## src/rtl/mem_bus_arbiter_pkg.sv

```systemverilog
// Shared definitions for the memory bus arbiter: FSM state encoding and
// parameter defaults.
package mem_bus_arbiter_pkg;

  localparam int DEFAULT_NUM_MASTERS    = 4;
  localparam int DEFAULT_TIMEOUT_CYCLES = 64;

  typedef enum logic [1:0] {
    IDLE    = 2'b00,
    OWNED   = 2'b01,
    RELEASE = 2'b10
  } arb_state_e;

endpackage

```

## src/rtl/mem_bus_arbiter_picker.sv

```systemverilog
// Round-robin priority picker: selects the first requester at or after
// rr_ptr, wrapping from N-1 back to 0.
module rr_priority_picker #(
  parameter int N  = 4,
  parameter int IW = $clog2(N)
) (
  input  logic [N-1:0]  req,
  input  logic [IW-1:0] rr_ptr,
  output logic [N-1:0]  winner,
  output logic [IW-1:0] index,
  output logic          any
);

  logic          found;
  logic [IW-1:0] idx;

  always_comb begin
    winner = '0;
    index  = '0;
    found  = 1'b0;
    idx    = '0;
    for (int k = 0; k < N; k++) begin
      idx = IW'((int'(rr_ptr) + k) % N);
      if (!found && req[idx]) begin
        found       = 1'b1;
        winner[idx] = 1'b1;
        index       = idx;
      end
    end
  end

  assign any = |req;

endmodule

```

## src/rtl/mem_bus_arbiter.sv

```systemverilog
// Round-robin memory bus arbiter (IDLE -> OWNED -> RELEASE). Define
// MEM_ARB_TIMEOUT_EN to enable the ownership watchdog and timeout_err pulse.
module mem_bus_arbiter
  import mem_bus_arbiter_pkg::*;
#(
  parameter int NUM_MASTERS    = DEFAULT_NUM_MASTERS,
  parameter int TIMEOUT_CYCLES = DEFAULT_TIMEOUT_CYCLES,
  parameter int IW             = $clog2(NUM_MASTERS)
) (
  input  logic                   clk,
  input  logic                   reset,
  input  logic [NUM_MASTERS-1:0] req,
  input  logic [NUM_MASTERS-1:0] done,
  input  logic                   mem_data_valid,
  output logic [NUM_MASTERS-1:0] grant,
  output logic [IW-1:0]          owner,
  output logic                   bus_busy,
  output logic                   timeout_err,
  output arb_state_e             state
);

  // Handshake: req is a level held until grant or withdrawal; the owner
  // ends its tenure with a one-cycle done pulse or by dropping req. done
  // from anyone but the current owner, or outside OWNED, is ignored.

  logic [IW-1:0]          rr_ptr;
  logic [NUM_MASTERS-1:0] pick_winner;
  logic [IW-1:0]          pick_index;
  logic                   pick_any;
  logic                   owner_release;
  logic                   tmo_hit;

  rr_priority_picker #(.N(NUM_MASTERS), .IW(IW)) u_picker (
    .req    (req),
    .rr_ptr (rr_ptr),
    .winner (pick_winner),
    .index  (pick_index),
    .any    (pick_any)
  );

  function automatic logic [IW-1:0] next_ptr(input logic [IW-1:0] i);
    if (int'(i) == NUM_MASTERS - 1) return '0;
    else return i + IW'(1);
  endfunction

  assign owner_release = done[owner] | ~req[owner];

`ifdef MEM_ARB_TIMEOUT_EN
  localparam int CW = $clog2(TIMEOUT_CYCLES + 1);
  logic [CW-1:0] tmo_count;

  // Counts completed owned cycles without a response beat; the release
  // fires on the edge that closes the TIMEOUT_CYCLES-th such cycle.
  assign tmo_hit = !mem_data_valid && (tmo_count == CW'(TIMEOUT_CYCLES - 1));

  always_ff @(posedge clk or posedge reset) begin
    if (reset) begin
      tmo_count <= '0;
    end else if (state == IDLE && pick_any) begin
      tmo_count <= '0;
    end else if (state == OWNED) begin
      if (mem_data_valid) tmo_count <= '0;
      else                tmo_count <= tmo_count + CW'(1);
    end
  end
`else
  logic unused_cfg;
  assign unused_cfg = mem_data_valid | (TIMEOUT_CYCLES < 1);
  assign tmo_hit    = 1'b0;
`endif

  always_ff @(posedge clk or posedge reset) begin
    if (reset) begin
      state       <= IDLE;
      grant       <= '0;
      owner       <= '0;
      rr_ptr      <= '0;
      bus_busy    <= 1'b0;
      timeout_err <= 1'b0;
    end else begin
      timeout_err <= 1'b0;
      case (state)
        IDLE: begin
          if (pick_any) begin
            state    <= OWNED;
            grant    <= pick_winner;
            owner    <= pick_index;
            rr_ptr   <= next_ptr(pick_index);
            bus_busy <= 1'b1;
          end
        end
        OWNED: begin
          // A normal release wins over a coincident watchdog expiry.
          if (owner_release || tmo_hit) begin
            state       <= RELEASE;
            grant       <= '0;
            owner       <= '0;
            timeout_err <= tmo_hit && !owner_release;
          end
        end
        RELEASE: begin
          state    <= IDLE;
          bus_busy <= 1'b0;
        end
        default: begin
          state    <= IDLE;
          grant    <= '0;
          owner    <= '0;
          bus_busy <= 1'b0;
        end
      endcase
    end
  end

endmodule

```

## config.mk

```make
export PLATFORM = sky130hd
export DESIGN_NAME = mem_bus_arbiter
export DESIGN_NICKNAME = d
export VERILOG_FILES = /design/src/rtl/mem_bus_arbiter_pkg.sv /design/src/rtl/mem_bus_arbiter_picker.sv /design/src/rtl/mem_bus_arbiter.sv
export SDC_FILE = /design/constraint.sdc
export NUM_CORES = 1
export LEC_CHECK = 0
export ABC_AREA = 1
export CAP_MARGIN = 0
export CORE_UTILIZATION = 51
export DETAILED_ROUTE_END_ITERATION = 12
export PLACE_DENSITY = 0.86
export REMOVE_ABC_BUFFERS = 1
export SLEW_MARGIN = 10
export SYNTH_ARGS = -nofsm -noshare
export SYNTH_HDL_FRONTEND = slang
export SYNTH_HIERARCHICAL = 1
export SYNTH_SLANG_ARGS = --single-unit
```

## constraint.sdc

```tcl
create_clock -name clk -period 3.15 [get_ports clk]
set_clock_uncertainty 0.15 [all_clocks]
set_input_delay 0.945 -clock clk [delete_from_list [all_inputs] [get_ports clk]]
set_output_delay 0.945 -clock clk [all_outputs]
set_load 0.05 [all_outputs]
```

==> impl_results.md, run 1 <==
* Status: finished clean
* Type of the worst setup path: flip-flop to output port
* CP required at 2050 ps
* I/O pin cnt at 21
* Int Pwr at 0.651 mW
* RSZ-0062 raised after global routing: no
* Flop pwr share at 0.187
* Yosys warns at 6
* FF-to-FF setup slack at 610 ps
* Post-Place Worst Slack at 236 ps
* Core Region at 1960 sq um
* Final cell area excluding filler cells at 1300 sq um
* Sw frac at 0.559
* Cell Chain, Critical Path: clkdlybuf4s50_1
* Routed len/inst at 11.2 um
* Critical Path AT at 1550 ps
* Number of global-route vias before repair at 846
* Post-Route WL at 2180 um
* CP Launch Type: flip-flop
* Hold bufs inserted after CTS at 0
* Post-CTS setup buffers at 0
* Clock power share at 0.066
* Max Fanout on Critical Path at 6
* Hold path startpoint: grant[3]
* VDD IR max at 0.680 mV
* Critical R2R Launch: rr_ptr[0]
* Inst Count DP at 190
* Post-DP HPWL at 1760 um
* CTS resizes at 0
* Hold Crit Depth at 2
* Final Instance Count excl. Fillers at 194
* Syn Inst Count at 146
* Slowest cell on crit path: clkdlybuf4s50_1
* Area of placed instances at 1270 sq um
* DRT iter0 DRCs at 29
* H-tree levels at 1
* Comb power frac at 0.747
* Grt total ovfl at 0
* Switching Power at 0.824 mW
* Gpl congestion at 0.883
* Maximum clock frequency at 0.378 GHz
* Hold EP: grant[3]
* Lkg Pwr at 0.670 nW
* Clock buffer count from CTS at 3
* Residual DRC at 0
* Sequential cell area at 275 sq um
* Worst Setup Slack, final at 504 ps
* Tot GR Track Use at 0.230
* Clk sinks at 11
* Worst R2R End: rr_ptr[1]
* Initial Util at 0.544
* Crit path buffers/inverters at 1
* Clk_lat worst skew at 280 ps
* Share of cells above drive strength 1 at 0.156
* First-pass GRT wire length at 3620 um
* Max_cap viols at 0
* Register bit total from synthesis at 11
* Relative slew slack at 0.619
* Die X at 47.7 um
* CTS max path bufs at 2
* Core Rows at 16
* Port buffer count at 18
* Hold crit path type: flip-flop to flip-flop
* Die area at 2280 sq um
* Final setup vio count at 0
* ANT nets after route at 0
* CTS Root Cell: clkbuf_4
* Vias at 980
* Worst Tran Pin Value at 571 ps
* DR pass1 iterations at 4
* Min Tclk post-route at 2650 ps
* Syn_area_per_cell at 7.31 sq um
* CTS tree: done
* Initial antenna violation count at 0
* Die height at 47.7 um
* Antenna cells at 0
* Crit. End Element: output port
* Vias per cell at 5.05
* R2R depth at 12
* Final net count at 185
* Pwr Density at 1140 nW/um^2
* Footprint of the multi-input gates at 677 sq um
* Top delay family on crit path: buffers and inverters
* Syn Std Cell Area at 1070 sq um
* Largest net degree at the start of global routing at 13
* Area Overhead vs Synth at 21.5%
* Clk slew on worst S/H paths at 70 ps
* Setup TNS at 0 ps
* Distinct cells, synth at 24
* FILL cells at 183
* Final Slew Violations at 0
* Final period utilization at 0.840
* Final hold vios at 0
* Register area share after synthesis at 0.258
* Worst Hold Margin at 320 ps
* CP peak stage delay at 830 ps
==> worst max-delay path by stage <==
stage / startpoint / end / slack [ps] / cells after the start
6_report: owner[0] / owner[0] / 500 / 1
3_3_place_gp: req[3] / rr_ptr[1] / 270 / 12
4_1_cts: owner[0] / owner[0] / 500 / 1
3_5_place_dp: req[3] / rr_ptr[0] / 240 / 10
2_1_floorplan: req[3] / rr_ptr[1] / 830 / 10
5_1_grt: req[3] / rr_ptr[0] / 300 / 10
==> flip-flops by register name, indices dropped and copies added, names as in the netlist <==
signal	cells
grant	4
owner	2
rr_ptr	2
state	2
bus_busy	1
==> Yosys cell counts <==
cell	instances	share of area
a21boi_0	5	0.035
a21oi_1	5	0.023
buf_4	1	0.0070
buf_6	1	0.011
bufinv_8	1	0.016
conb_1	1	0.0035
dfrtp_1	11	0.26
ha_1	6	0.070
inv_1	15	0.053
inv_2	3	0.011
inv_8	1	0.011
nand2_1	40	0.14
nand2_2	5	0.029
nand2_4	2	0.021
nand2_8	2	0.038
nand3_1	25	0.12
nand3_2	3	0.028
nand3_4	1	0.016
nand4_1	1	0.0059
nor2_1	9	0.032
nor2_2	1	0.0059
nor2_8	2	0.038
o21ai_0	4	0.019
o31ai_2	1	0.012
==> cell families (layout without fill, tap and decap cells) <==
group / after synthesis / count (layout) / share of synthesized area
AOI/OAI and AO/OA: 15 / 15 / 0.0891
adders and majority gates: 6 / 6 / 0.0703
other: 1 / 1 / 0.00351
and+or+nand+nor: 91 / 91 / 0.471
buffers and inverters: 22 / 43 / 0.108
DFF: 11 / 11 / 0.258
==> routing by layer <==
layer,GRT usage,vias up,part of all wire
met5,0,-,0
met4,0.0944,0,0.012
met3,0.0377,3,0.044
met2,0.405,25,0.51
met1,0.275,442,0.44
li1,-,510,-
==> power by group through the flow <==
| stage | clock, mW | sequential [mW] | combinational (mW) |
|---|---|---|---|
| after floorplan | 0 | 0.388 | 0.735 |
| after global placement | 0 | 0.274 | 1.07 |
| after detailed placement | 0 | 0.277 | 1.10 |
| after CTS | 0.100 | 0.276 | 1.10 |
| after global routing | 0.111 | 0.287 | 1.22 |
| final | 0.0976 | 0.276 | 1.10 |
==> cell usage in the layout (no fill, tap or decap), types with 4 or more instances in the layout <==
cell / count
a21boi_0: 5
a21oi_1: 5
clkdlybuf4s50_1: 18
dfrtp_1: 11
ha_1: 6
inv_1: 15
nand2_1: 40
nand2_2: 5
nand3_1: 25
nor2_1: 9
o21ai_0: 4
==> final cells by class <==
cell class | count | share of cell area
inverter | 20 | 0.0743
timing repair buffer | 19 | 0.145
clock buffer | 4 | 0.0203
multi-input combinational | 113 | 0.522
sequential | 11 | 0.212
tap | 27 | 0.0261
==> stage by stage <==
stage	total power [mW]	utilization
2_1_floorplan	1.12	-
3_3_place_gp	1.35	0.647
3_5_place_dp	1.38	0.647
4_1_cts	1.48	0.661
5_1_grt	1.62	0.661
6_report	1.48	0.661
(Power assumes the default switching activity.)
==> run 2, diff against run 1 <==
==> constraint.sdc (replaced) <==
create_clock -name clk -period 2.5 [get_ports clk]
set_clock_uncertainty 0.15 [all_clocks]
set_input_delay 0.75 -clock clk [delete_from_list [all_inputs] [get_ports clk]]
set_output_delay 0.75 -clock clk [all_outputs]
set_load 0.05 [all_outputs]
==> impl_results.md, run 2 (synthesized netlist as in run 1, its figures left out) <==
* Die X at 47.7 um (unchanged)
* Sequential cell area at 275 sq um (unchanged)
* CTS tree: done
* Routed length on met1 at 1110 um (+17%)
* FILL cells at 160 (-13%)
* Footprint of the multi-input gates at 682 sq um (+0.74%)
* Largest net degree at the start of global routing at 12 (-1)
* Crit path buffers/inverters at 1 (unchanged)
* Lkg Pwr at 0.755 nW (+13%)
* Worst Hold Margin at 338 ps (+18.4 ps)
* Post-Route WL at 2490 um (+14%)
* H-tree levels at 1 (unchanged)
* Leading cell type in the layout, fill and taps excluded: nand2_1
* Port buffer count at 18 (unchanged)
* Share of cells above drive strength 1 at 0.240 (+0.0847)
* Most frequent cells in the layout: nand2_1, nand3_1, clkdlybuf4s50_1, buf_4, inv_1
* Die area at 2280 sq um (unchanged)
* Hold crit path type: flip-flop to flip-flop
* Post-CTS setup buffers at 0 (unchanged)
* Cell Chain, Critical Path: clkdlybuf4s50_1
* Critical Path AT at 1520 ps (-30 ps)
* Initial antenna violation count at 0 (unchanged)
* Worst R2R End: rr_ptr[1]
* DR top layer: met4
* Clk_lat worst skew at 270 ps (about the same)
* Metal3 WL at 75 um (-22%)
* Hold path startpoint: grant[1]
* Post-DP HPWL at 1970 um (+12%)
* Final net count at 201 (+8.6%)
* Slowest cell on crit path: clkdlybuf4s50_1
* Max Fanout on Critical Path at 6 (unchanged)
* Critical R2R Launch: rr_ptr[1]
* Number of global-route vias before repair at 922 (+9.0%)
* DR pass1 iterations at 4 (unchanged)
* Final Slew Violations at 0 (unchanged)
* Crit. End Element: output port
* Max_cap viols at 0 (unchanged)
* Relative slew slack at 0.661 (+0.0412)
* Tot GR Track Use at 0.227 (-0.00326)
* Area Overhead vs Synth at 33.4%
* Clock buffer count from CTS at 3 (unchanged)
* Top delay family on crit path: buffers and inverters
* Core Region at 1960 sq um (unchanged)
* CTS Root Cell: clkbuf_4
* Gpl congestion at 0.863 (-2.3%)
* Grt total ovfl at 0 (unchanged)
* Hold Crit Depth at 2 (unchanged)
* Final hold vios at 0 (unchanged)
* Vias at 1061 (+8.3%)
* CP Launch Type: flip-flop
* Type of the worst setup path: flip-flop to output port
* R2R depth at 12 (unchanged)
* Clk slew on worst S/H paths at 70 ps (about the same)
* CP peak stage delay at 830 ps (about the same)
* First-pass GRT wire length at 3640 um (+0.77%)
* CP required at 1600 ps (-450 ps)
* Maximum clock frequency at 0.412 GHz
* Final period utilization at 0.970
* Hold bufs inserted after CTS at 0 (unchanged)
* Largest register FFs at 4 (unchanged)
* Core Rows at 16 (unchanged)
* I/O pin cnt at 21 (unchanged)
* Vias per cell at 5.05 (about the same)
* DR WL met2 at 1290 um (+17%)
* Antenna cells at 0 (unchanged)
* Hold EP: grant[1]
* Final setup vio count at 0 (unchanged)
* ANT nets after route at 0 (unchanged)
* Min Tclk post-route at 2420 ps
* DRT iter0 DRCs at 44 (+52%)
* Fin util at 0.726 (+0.0651)
* Worst Tran Pin Value at 507 ps (-63.4 ps)
* Pwr Density at 1470 nW/um^2 (+29%)
* Die height at 47.7 um (unchanged)
* VDD IR max at 0.905 mV (+33%)
* Clk sinks at 11 (unchanged)
* Register bank with the most flops: grant
* FF-to-FF setup slack at 270 ps (-340 ps)
* Status: finished clean
* CTS max path bufs at 2 (unchanged)
* Routed len/inst at 11.9 um (+5.7%)
* Initial Util at 0.544 (unchanged)
* Residual DRC at 0 (unchanged)
-- run 2: cell types whose count changed in the layout (fill, tap and decap cells not counted), sizes merged --
cell	change
clkdlybuf4s50	-1
buf	+16
dlymetal6s2s	+1
-- run 2: how the worst max path moves through the flow --
| stage | startpoint | end | slack, ps | depth (start not counted) |
|---|---|---|---|---|
| 2_1_floorplan | rr_ptr[0] | rr_ptr[1] | 200 | 12 |
| 3_3_place_gp | req[0] | rr_ptr[1] | -160 | 11 |
| 3_5_place_dp | req[0] | rr_ptr[1] | -190 | 11 |
| 4_1_cts | owner[0] | owner[0] | 70 | 1 |
| 5_1_grt | req[1] | rr_ptr[1] | -4 | 11 |
| 6_report | owner[0] | owner[0] | 80 | 1 |
-- run 2: repair_timing --
action | CTS | global route
gates resized for setup | 0 | 4
endpoints found under the setup margin | 0 | 2
hold endpoints to repair | 0 | 0
-- run 2: per-stage QoR --
step | cells | instance area (sq um) | worst slack (ps) | TNS (ps) | total power, mW
2_1_floorplan | 144 | 1050 | 196 | 0 | 1.42
3_3_place_gp | 206 | 1390 | -158 | -245 | 1.89
3_5_place_dp | 206 | 1390 | -189 | -381 | 1.95
4_1_cts | 210 | 1420 | 69.8 | 0 | 2.07
5_1_grt | 210 | 1420 | -4.08 | -4.08 | 2.28
6_report | 210 | 1420 | 75.0 | 0 | 2.09
-- run 2: where the power goes --
group          total (mW)  leakage, nW  internal (mW)  switching, mW
clock network       0.121       0.0150         0.0618         0.0587
registers           0.304        0.140          0.248         0.0558
logic                1.67        0.600          0.675          0.995
-- run 2: worst reg2reg max path: stages (launching register included) --
cell	delay (ps)
dfrtp_1	350
bufinv_8	200
ha_1	330
inv_1	130
nand3_1	80
nand2_1	110
nand3_1	90
nor2_2	100
nor2_1	50
nor2_1	160
ha_1	260
nand2_1	60
nand2_1	40
-- run 2: layer usage --
layer | GRT usage | vias up
met5 | 0 | -
met4 | 0.106 | 0
met3 | 0.0189 | 2
met2 | 0.400 | 35
met1 | 0.277 | 483
li1 | - | 541
-- run 2: final cells by class --
type	count	area share
multi-input cells	113	0.479
inverters	20	0.0677
clock buffers	4	0.0185
well taps	27	0.0237
flip-flops and latches	11	0.193
repair buffers	35	0.218
==> run 3, diff against run 2 <==
--- a/config.mk
+++ b/config.mk
@@ -9,6 +9,7 @@
 export CAP_MARGIN = 0
 export CORE_UTILIZATION = 51
 export DETAILED_ROUTE_END_ITERATION = 12
+export HOLD_SLACK_MARGIN = 0.15
 export PLACE_DENSITY = 0.86
 export REMOVE_ABC_BUFFERS = 1
 export SLEW_MARGIN = 10
==> results of run 3 <==
Same layout as run 2: the final DEF is identical, and so are final timing and power.
